===== config.mk =====
export PLATFORM = sky130hd
export DESIGN_NAME = fetch_stage
export DESIGN_NICKNAME = d
export VERILOG_FILES = /design/src/rtl/fetch_stage_pkg.sv /design/src/rtl/fetch_resp_buf.sv /design/src/rtl/fetch_stage.sv
export SDC_FILE = /design/constraint.sdc
export NUM_CORES = 1
export LEC_CHECK = 0
export ABC_AREA = 0
export CORE_ASPECT_RATIO = 0.7
export CORE_MARGIN = 2
export CORE_UTILIZATION = 30
export CTS_CLUSTER_DIAMETER = 50
export DETAILED_ROUTE_END_ITERATION = 16
export GPL_TIMING_DRIVEN = 0
export SYNTH_ARGS = -nofsm -noshare
export SYNTH_HDL_FRONTEND = slang
export SYNTH_HIERARCHICAL = 1
export SYNTH_SLANG_ARGS = --single-unit

===== constraint.sdc =====
create_clock -name clk_i -period 3.8 [get_ports clk_i]
set_input_delay 0.38 -clock clk_i [delete_from_list [all_inputs] [get_ports clk_i]]
set_output_delay 0.38 -clock clk_i [all_outputs]
set_load 0.1 [all_outputs]

===== src/rtl/fetch_stage_pkg.sv =====
// Shared definitions for the instruction-fetch stage.
//   NOP_INST        canonical RV32I NOP (addi x0, x0, 0)
//   fetch_state_e   fetch FSM encodings (REQ / WAIT / DROP)
//   *_LSB / *_MSB   instruction field bit positions used for predecode
//   inst_opcode/inst_rs1/inst_rs2  field extractors
package fetch_stage_pkg;

  localparam logic [6:0]  OPC_OP_IMM = 7'h13;
  localparam logic [31:0] NOP_INST   = {25'd0, OPC_OP_IMM};

  localparam int unsigned OPC_LSB = 0;
  localparam int unsigned OPC_MSB = 6;
  localparam int unsigned RS1_LSB = 15;
  localparam int unsigned RS1_MSB = 19;
  localparam int unsigned RS2_LSB = 20;
  localparam int unsigned RS2_MSB = 24;

  typedef enum logic [1:0] {
    REQ  = 2'd0,
    WAIT = 2'd1,
    DROP = 2'd2
  } fetch_state_e;

  function automatic logic [6:0] inst_opcode(input logic [31:0] inst);
    return inst[OPC_MSB:OPC_LSB];
  endfunction

  function automatic logic [4:0] inst_rs1(input logic [31:0] inst);
    return inst[RS1_MSB:RS1_LSB];
  endfunction

  function automatic logic [4:0] inst_rs2(input logic [31:0] inst);
    return inst[RS2_MSB:RS2_LSB];
  endfunction

endpackage


===== src/rtl/fetch_resp_buf.sv =====
// One-entry instruction + PC holding buffer for the fetch stage.
// Catches a response that lands while IF/ID is stalled.
//   clk_i, rst_n_i  clock, asynchronous active-low reset
//   load_i          capture inst_i/pc_i and mark the entry valid
//   clear_i         drop the entry (wins over load_i)
//   inst_i, pc_i    word and its fetch PC
//   valid_o, inst_o, pc_o  buffered entry
module fetch_resp_buf
  import fetch_stage_pkg::*;
#(
  parameter int unsigned XLEN = 32
) (
  input  logic            clk_i,
  input  logic            rst_n_i,
  input  logic            load_i,
  input  logic            clear_i,
  input  logic [31:0]     inst_i,
  input  logic [XLEN-1:0] pc_i,
  output logic            valid_o,
  output logic [31:0]     inst_o,
  output logic [XLEN-1:0] pc_o
);

  always_ff @(posedge clk_i or negedge rst_n_i) begin
    if (!rst_n_i) begin
      valid_o <= 1'b0;
      inst_o  <= NOP_INST;
      pc_o    <= '0;
    end else if (clear_i) begin
      valid_o <= 1'b0;
    end else if (load_i) begin
      valid_o <= 1'b1;
      inst_o  <= inst_i;
      pc_o    <= pc_i;
    end
  end

endmodule


===== src/rtl/fetch_stage.sv =====
// Instruction-fetch stage and IF/ID pipeline register of the RV32I core.
// Owns the PC, keeps at most one request outstanding to instruction memory,
// absorbs hazard stalls and EX flush/redirects, and presents the IF/ID
// instruction with predecoded opcode/rs1/rs2.
//   clk_i, rst_n_i           clock, asynchronous active-low reset
//   stall_i                  hold IF/ID and PC
//   flush_i, redirect_pc_i   kill younger instructions, restart at target
//   imem_req_o/addr_o        fetch request and address
//   imem_gnt_i               request accepted this cycle
//   imem_rvalid_i/rdata_i    response valid and instruction word
//   if_valid_o/pc_o/inst_o   IF/ID contents (NOP when invalid)
//   if_opcode_o/rs1_o/rs2_o  predecoded fields of if_inst_o
//   perf_stall_cnt_o, perf_bubble_cnt_o
//                            saturating counters, built only when
//                            FETCH_PERF_CNT_EN is defined; else tied to 0
module fetch_stage
  import fetch_stage_pkg::*;
#(
  parameter int unsigned     XLEN     = 32,
  parameter logic [XLEN-1:0] RESET_PC = '0
) (
  input  logic            clk_i,
  input  logic            rst_n_i,
  input  logic            stall_i,
  input  logic            flush_i,
  input  logic [XLEN-1:0] redirect_pc_i,
  output logic            imem_req_o,
  output logic [XLEN-1:0] imem_addr_o,
  input  logic            imem_gnt_i,
  input  logic            imem_rvalid_i,
  input  logic [31:0]     imem_rdata_i,
  output logic            if_valid_o,
  output logic [XLEN-1:0] if_pc_o,
  output logic [31:0]     if_inst_o,
  output logic [6:0]      if_opcode_o,
  output logic [4:0]      if_rs1_o,
  output logic [4:0]      if_rs2_o,
  output logic [31:0]     perf_stall_cnt_o,
  output logic [31:0]     perf_bubble_cnt_o
);

  fetch_state_e    state_q, state_d;
  logic [XLEN-1:0] pc_q, pc_d;
  logic [XLEN-1:0] req_pc_q, req_pc_d;
  logic            run_q;
  logic            req, fire, resp_valid;
  logic            buf_load, buf_clear, buf_valid;
  logic [31:0]     buf_inst;
  logic [XLEN-1:0] buf_pc;
  logic [XLEN-1:0] redirect_pc;
  logic            if_valid_q;
  logic [XLEN-1:0] if_pc_q;
  logic [31:0]     if_inst_q;

  assign redirect_pc = {redirect_pc_i[XLEN-1:2], 2'b00};

  // Holds the request low for the first cycle out of reset.
  always_ff @(posedge clk_i or negedge rst_n_i) begin
    if (!rst_n_i) run_q <= 1'b0;
    else          run_q <= 1'b1;
  end

  always_comb begin
    state_d    = state_q;
    pc_d       = pc_q;
    req_pc_d   = req_pc_q;
    req        = 1'b0;
    resp_valid = 1'b0;
    fire       = 1'b0;

    unique case (state_q)
      REQ:  req = run_q && !buf_valid;
      // The next request goes out in the same cycle the previous response
      // lands straight into IF/ID, giving one instruction per cycle while
      // still never having two requests in flight across a clock edge.
      WAIT: begin
        resp_valid = imem_rvalid_i;
        req        = imem_rvalid_i && !stall_i && !flush_i;
      end
      DROP: req = 1'b0;
      default: req = 1'b0;
    endcase

    fire = req && imem_gnt_i;
    if (fire) begin
      pc_d     = pc_q + XLEN'(4);
      req_pc_d = pc_q;
    end

    unique case (state_q)
      REQ:  if (fire) state_d = WAIT;
      WAIT: if (imem_rvalid_i) state_d = fire ? WAIT : REQ;
      DROP: if (imem_rvalid_i) state_d = REQ;
      default: state_d = REQ;
    endcase

    if (flush_i) begin
      pc_d = redirect_pc;
      unique case (state_q)
        REQ:     state_d = fire ? DROP : REQ;
        WAIT:    state_d = imem_rvalid_i ? REQ : DROP;
        DROP:    state_d = imem_rvalid_i ? REQ : DROP;
        default: state_d = REQ;
      endcase
    end
  end

  always_ff @(posedge clk_i or negedge rst_n_i) begin
    if (!rst_n_i) begin
      state_q  <= REQ;
      pc_q     <= RESET_PC;
      req_pc_q <= '0;
    end else begin
      state_q  <= state_d;
      pc_q     <= pc_d;
      req_pc_q <= req_pc_d;
    end
  end

  assign buf_load  = resp_valid && stall_i && !flush_i;
  assign buf_clear = flush_i || (!stall_i && buf_valid);

  fetch_resp_buf #(.XLEN(XLEN)) u_resp_buf (
    .clk_i   (clk_i),
    .rst_n_i (rst_n_i),
    .load_i  (buf_load),
    .clear_i (buf_clear),
    .inst_i  (imem_rdata_i),
    .pc_i    (req_pc_q),
    .valid_o (buf_valid),
    .inst_o  (buf_inst),
    .pc_o    (buf_pc)
  );

  always_ff @(posedge clk_i or negedge rst_n_i) begin
    if (!rst_n_i) begin
      if_valid_q <= 1'b0;
      if_pc_q    <= '0;
      if_inst_q  <= NOP_INST;
    end else if (flush_i) begin
      if_valid_q <= 1'b0;
      if_pc_q    <= '0;
      if_inst_q  <= NOP_INST;
    end else if (stall_i) begin
      if_valid_q <= if_valid_q;
    end else if (buf_valid) begin
      if_valid_q <= 1'b1;
      if_pc_q    <= buf_pc;
      if_inst_q  <= buf_inst;
    end else if (resp_valid) begin
      if_valid_q <= 1'b1;
      if_pc_q    <= req_pc_q;
      if_inst_q  <= imem_rdata_i;
    end else begin
      if_valid_q <= 1'b0;
      if_pc_q    <= '0;
      if_inst_q  <= NOP_INST;
    end
  end

  assign imem_req_o  = req;
  assign imem_addr_o = pc_q;
  assign if_valid_o  = if_valid_q;
  assign if_pc_o     = if_pc_q;
  assign if_inst_o   = if_inst_q;
  assign if_opcode_o = inst_opcode(if_inst_q);
  assign if_rs1_o    = inst_rs1(if_inst_q);
  assign if_rs2_o    = inst_rs2(if_inst_q);

`ifdef FETCH_PERF_CNT_EN
  logic [31:0] stall_cnt_q, bubble_cnt_q;
  logic        starve;

  // Bubble caused by memory starvation, not by a redirect.
  assign starve = !flush_i && !stall_i && !buf_valid && !resp_valid;

  always_ff @(posedge clk_i or negedge rst_n_i) begin
    if (!rst_n_i) begin
      stall_cnt_q  <= '0;
      bubble_cnt_q <= '0;
    end else begin
      if (stall_i && (stall_cnt_q != '1)) stall_cnt_q <= stall_cnt_q + 32'd1;
      if (starve && (bubble_cnt_q != '1)) bubble_cnt_q <= bubble_cnt_q + 32'd1;
    end
  end

  assign perf_stall_cnt_o  = stall_cnt_q;
  assign perf_bubble_cnt_o = bubble_cnt_q;
`else
  assign perf_stall_cnt_o  = '0;
  assign perf_bubble_cnt_o = '0;
`endif

endmodule


After elaboration in Yosys (flattened, before gate mapping)
Index checks and enable logic that the tools add are counted.
{ "op_classes": {"n_reduce_logical": 17, "addsub": 1, "n_eq_ne": 6, "n_mux": 27, "n_bitwise": 1} }
{ "op_table": {"columns": ["op", "n"], "rows": [
  ["two-way mux 32 bit", 10],
  ["adder 32 x 3 -> 32 bit, second input constant", 1],
  ["two-way mux 2 bit", 6],
  ["!= test 3 bit, second input constant", 3],
  ["two-way mux 1 bit", 8],
  ["logical AND 1 bit", 7],
  ["one-hot mux 2 bit (3 select lines)", 1],
  ["one-hot mux 2 bit (2 select lines)", 1],
  ["nonzero test 2 bit", 2],
  ["zero test 1 bit", 3],
  ["AND reduction 3 bit", 1],
  ["== test 2 x 1 -> 1 bit, second input constant", 1],
  ["== test 2 bit, second input constant", 1],
  ["zero test 2 bit", 1],
  ["!= test 2 x 1 -> 1 bit, second input constant", 1],
  ["one-hot mux 1 bit (2 select lines)", 1],
  ["AND reduction 2 bit", 1],
  ["OR reduction 2 bit", 1],
  ["logical OR 1 bit", 1],
  ["inverter 1 bit", 1]
]} }
{ "totals": {"reg_bits": 197, "out_inout_bits": 179, "inputBits": 70, "wordCells": 62} }

Longest topological paths before layout
{ "depth": {"depth_word": 9, "mapped_depth": 8, "depth_no_buf": 6} }

By module
Netlist, hierarchy kept.
{ "by_module_without_submodules": {"columns": ["mod", "area_per_inst_um2", "seq_area_each_um2", "instances", "cells_per_inst"], "rows": [
  ["fetch_stage", 6596.3, 3206.8, 1, 638],
  ["fetch_resp_buf", 2737.6, 1630.3, 1, 139]
]} }

Worst setup path after synthesis
No wires, ideal clock.
{ "synth_timing": {"kind": "register -> register", "start": "register pc_q[2], in the netlist imem_addr_o[2]", "end": "register pc_q[18], in the netlist imem_addr_o[18]", "path_slack_ps": 1117, "path_buffers": 1, "arrival_time_ps": 2601, "path_stages_with_launch": 7, "synth_period_minus_slack_ps": 2683, "path_cell_list": "dfrtp_1 -> ha_1 -> nand4_2 -> or3_1 -> clkbuf_1 -> or4_1 -> a31oi_1"} }
{ "synth_between": {"elab_chain_len": 3} }
{ "synth_lines": {"columns": ["element", "line", "source"], "rows": [
  ["from (decl)", "fetch_stage.sv:43", "logic [XLEN-1:0] pc_q, pc_d;"],
  ["from (signal assigned)", "fetch_stage.sv:115", "pc_q <= pc_d;"],
  ["adder 32 x 3 -> 32 bit", "fetch_stage.sv:86", "pc_d = pc_q + XLEN'(4);"],
  ["two-way mux 32 bit", "fetch_stage.sv:85", "if (fire) begin"],
  ["two-way mux 32 bit", "fetch_stage.sv:97", "if (flush_i) begin"]
]} }
No other way between the ends. The select of a mux whose other input is x is not followed.
A chain may end at the register's enable or synchronous reset.

Worst setup path after layout
{ "layout_timing": {"start": "register state_q[1]", "end": "output imem_req_o"} }
{ "layout_between": {"elab_chain_len": 2, "elab_cells_between_ends": 3, "cone_classes": "eq/ne: 1; mux: 1; reduce/logical: 1"} }
{ "layout_lines": {"columns": ["element", "line", "source"], "rows": [
  ["from (decl)", "fetch_stage.sv:42", "fetch_state_e state_q, state_d;"],
  ["from (signal assigned)", "fetch_stage.sv:114", "state_q <= state_d;"],
  ["== test 2 x 1 -> 1 bit / zero test 2 bit (equally long branches)", "fetch_stage.sv:71", "unique case (state_q)"],
  ["one-hot mux 1 bit (2 select lines) (*)", "fetch_stage.sv:71", null],
  ["to (decl)", "fetch_stage.sv:27", "output logic imem_req_o,"]
]} }
Every way passes the cells marked *; elsewhere a longest branch is shown, timed or not.

==> metrics.yaml <==
status: "completed"
grt_util_all_layers: 0.169
fmax_ghz: 0.302
cts_sinks: 193
grt_max_degree: 116
setup_violations: 0
ioPinCount: 249
postLayoutCoreUtil: 0.413
ctsResizeCount: 0
rows: 53
finalWorstSetupSlack_ns: 0.493
end_kind: "output pin"
syn_inst: 777
cts_made_buffers: 17
placedCellCount: 1437
slowest_delay_ns: 1.15
yosys_warnings: 6
busiest_layer: "met2"
nets: 1120
grt.met1_usage: 0.242
clk_path_buf_depth: 2
cts_tree: "built"
ir_drop_uv: 292
drv_cap: 0
yosysSeqAreaShare: 0.518
startpoint: "state_q[1]$_DFFE_PN0P_"
grt_use_met3: 0.0519
startpoint_type: "flip-flop"
grt_pass1_vias: 6964
overflow: 0
antenna_left: 0
dpl.hpwl_um: 19200
antenna_cells: 0
finClkSkew_ns: 0.0106
routabilityCongestion: 0.806
n_fill_cell: 2894
drt_first_pass_iters: 8
p_per_area_nw_per_um2: 535
criticalPathCategory: "flip-flop to output pin"
synth.distinct_cells: 61
fin_total_pwr_mw: 6.70
via_per_inst: 4.78
period_share: 0.870
drc: 0
grt_pass1_wl_um: 41600
slew-limit-headroom: 0.182
critical_path_buf_inv_count: 3
reg2reg_from: "state_q[1]$_DFFE_PN0P_"
async_reset_ff_frac: 1.00
fin_crit_ns: 3.31
ys_ff_latch: 193
cp_slowest_cell: "clkdlybuf4s50_1"
critPathTopFamily: "buffers and inverters"
crit_top_cell: "inv_1"
insertion_delay_ns: 0.45
antenna_found_initial: 2
core_um2: 30300
hold_viol_final: 0
min_path_type: "input pin to async pin"
tightest_slew_ns: 1.22
syn_area_um2: 9330
finalNonFillerCells: 1470
gr-usage-met2: 0.245
critPathRequiredTime_ns: 3.42
crit_path_cell_trace: "inv_1 > ha_1 > and4bb_2 > nor2_1 > inv_1 > clkdlybuf4s50_1"
critPathArrivalTime_ns: 2.93
maxSlewViolCount: 0
rsz0062_at_grt: "false"
synth_area_per_cell_um2: 12.0
drtIter0Drc: 765
drt_wl_total_um: 27100
synth_edf_count: 0
path_clk_slew_ns: 0.08
fp.dieH_um: 152
layout-drive-gt1-share: 0.217
syn2layout_area_growth_pct: 34.2
vias: 7027
critPathMaxFanout: 5
post-place-ws_ns: 0.368
wl_per_cell_um: 18.5
htreeDepth: 4
root_buffer: "clkbuf_16"
p_leak_nw: 5.89
start_util: 0.308
ys.flop_type: "dfrtp_1"
die-area_um2: 32600
numPortBuffers: 180
die_x_um: 215
==> layout make-up <==
cell class              instances  area, µm²  share of cell area
clock buffers                  17        425              0.0340
clock inverters                15        158              0.0126
plain buffers                 131        921              0.0735
flip-flops and latches        193       4840               0.386
repair buffers                182       1840               0.147
well taps                     412        515              0.0411
multi-input cells             452       3570               0.285
inverters                      68        255              0.0204
==> power by group <==
group / internal, mW / switching, mW / leakage (nW)
logic: 0.768 / 1.21 / 3.10
clock network: 0.885 / 0.936 / 0.285
registers: 2.53 / 0.371 / 2.50
==> layer usage <==
layer | routed length, µm | vias to the layer above
li1 | - | 3235
met4 | 299 | 4
met5 | 25 | -
met3 | 2240 | 23
met2 | 11800 | 263
met1 | 12700 | 3502
==> metrics by stage <==
stage,TNS (ns),cell area [µm²],hold WS [ns]
after floorplan,0,9590,0.0844
after global placement,-1171.37,11900,0.463
after detailed placement,0,11900,0.406
after CTS,0,12500,0.466
after global routing,0,12500,0.509
final,0,12500,0.477
==> flip-flops by register name, summed over array words and instances, names as in the netlist <==
name and cells:
state_q 2, u_resp_buf/pc_o 32, if_valid_o 1, run_q 1, req_pc_q 30, imem_addr_o 30, if_pc_o 32, if_inst_o 32
u_resp_buf/valid_o 1, u_resp_buf/inst_o 32
==> worst reg2reg max path, cell delays in order (launching register included) <==
cell and delay (ns):
dfrtp_1 0.40, inv_1 0.10, ha_1 0.23, nand4bb_1 0.14, nor2_1 0.48, clkbuf_1 0.46
buf_1 0.67, a222oi_1 0.27, inv_1 0.09
==> cell usage after synthesis (all sizes together), types with 2 or more instances <==
cell,number,area (µm²)
dfrtp,187,4680
buf,97,793
mux2,90,1240
inv,67,251
a222oi,59,591
clkbuf,34,128
nor2,28,105
nand2,27,101
nand3,20,100
o21ai,19,95.1
nand4,17,128
o31ai,14,105
or4,10,75.1
a21oi,9,45.0
a31oi,9,56.3
nor2b,9,63.8
xnor2,7,61.3
dfstp,6,158
a2111oi,5,50.0
a22oi,5,37.5
ha,5,62.6
nor3,5,25.0
mux2i,4,40.0
nor4b,4,35.0
nor3b,3,22.5
o311ai,3,26.3
a21o,2,15.0
a221o,2,20.0
a22o,2,17.5
and3,2,12.5
conb,2,7.51
nor4,2,12.5
or2,2,12.5
or3,2,12.5
xor2,2,17.5
==> timing repair <==
action / 4_1_cts / 5_1_grt
buffers inserted: 0 / 0
hold buffers: 1 / 0
endpoints found under the hold margin: 78 / 0
==> placed cells by master (no fill, tap or decap), types with 6 or more instances in the layout <==
cell,synthesis,final
a222oi_1,59,59
a21oi_1,9,9
nor2b_1,8,8
conb_1,2,69
clkbuf_1,34,34
dfrtp_1,187,187
or4_1,10,10
o31ai_1,14,14
inv_6,0,6
clkbuf_16,0,17
nand2_1,27,27
nor2_1,28,28
buf_12,7,7
xnor2_1,7,7
a31oi_1,9,9
inv_1,67,67
clkdlybuf4s50_1,0,179
o21ai_0,18,18
dfstp_2,6,6
mux2_4,60,60
mux2_2,30,30
nand3_1,20,20
nand4_1,15,15
buf_4,83,83
==> cells by family after synthesis <==
family | count (synthesis) | share of synthesized area
XOR/XNOR | 9 | 0.00845
other | 2 | 0.000805
adder cells (fa/ha/maj) | 5 | 0.00670
flip-flops | 193 | 0.518
AND/OR/NAND/NOR | 138 | 0.0822
buffers and inverters | 199 | 0.126
multiplexers | 94 | 0.137
AO/OA/AOI/OAI | 137 | 0.121
==> path summary, 6_finish.rpt <==
check                                                   end  slack [ns]  cells past startpoint
worst min register to register    if_inst_o[26]$_DFFE_PN0P_        0.49                      2
max in group asynchronous         if_inst_o[12]$_DFFE_PN0P_        2.29                      3
worst min-delay path                if_pc_o[11]$_DFFE_PN0P_        0.48                      2
min in group clk_i              imem_addr_o[18]$_DFFE_PN0P_        0.49                      3
worst max-delay path                             imem_req_o        0.49                      6
worst max register to register      if_pc_o[12]$_DFFE_PN0P_        0.90                      8
Note: power is estimated with default switching activity, not from simulation.
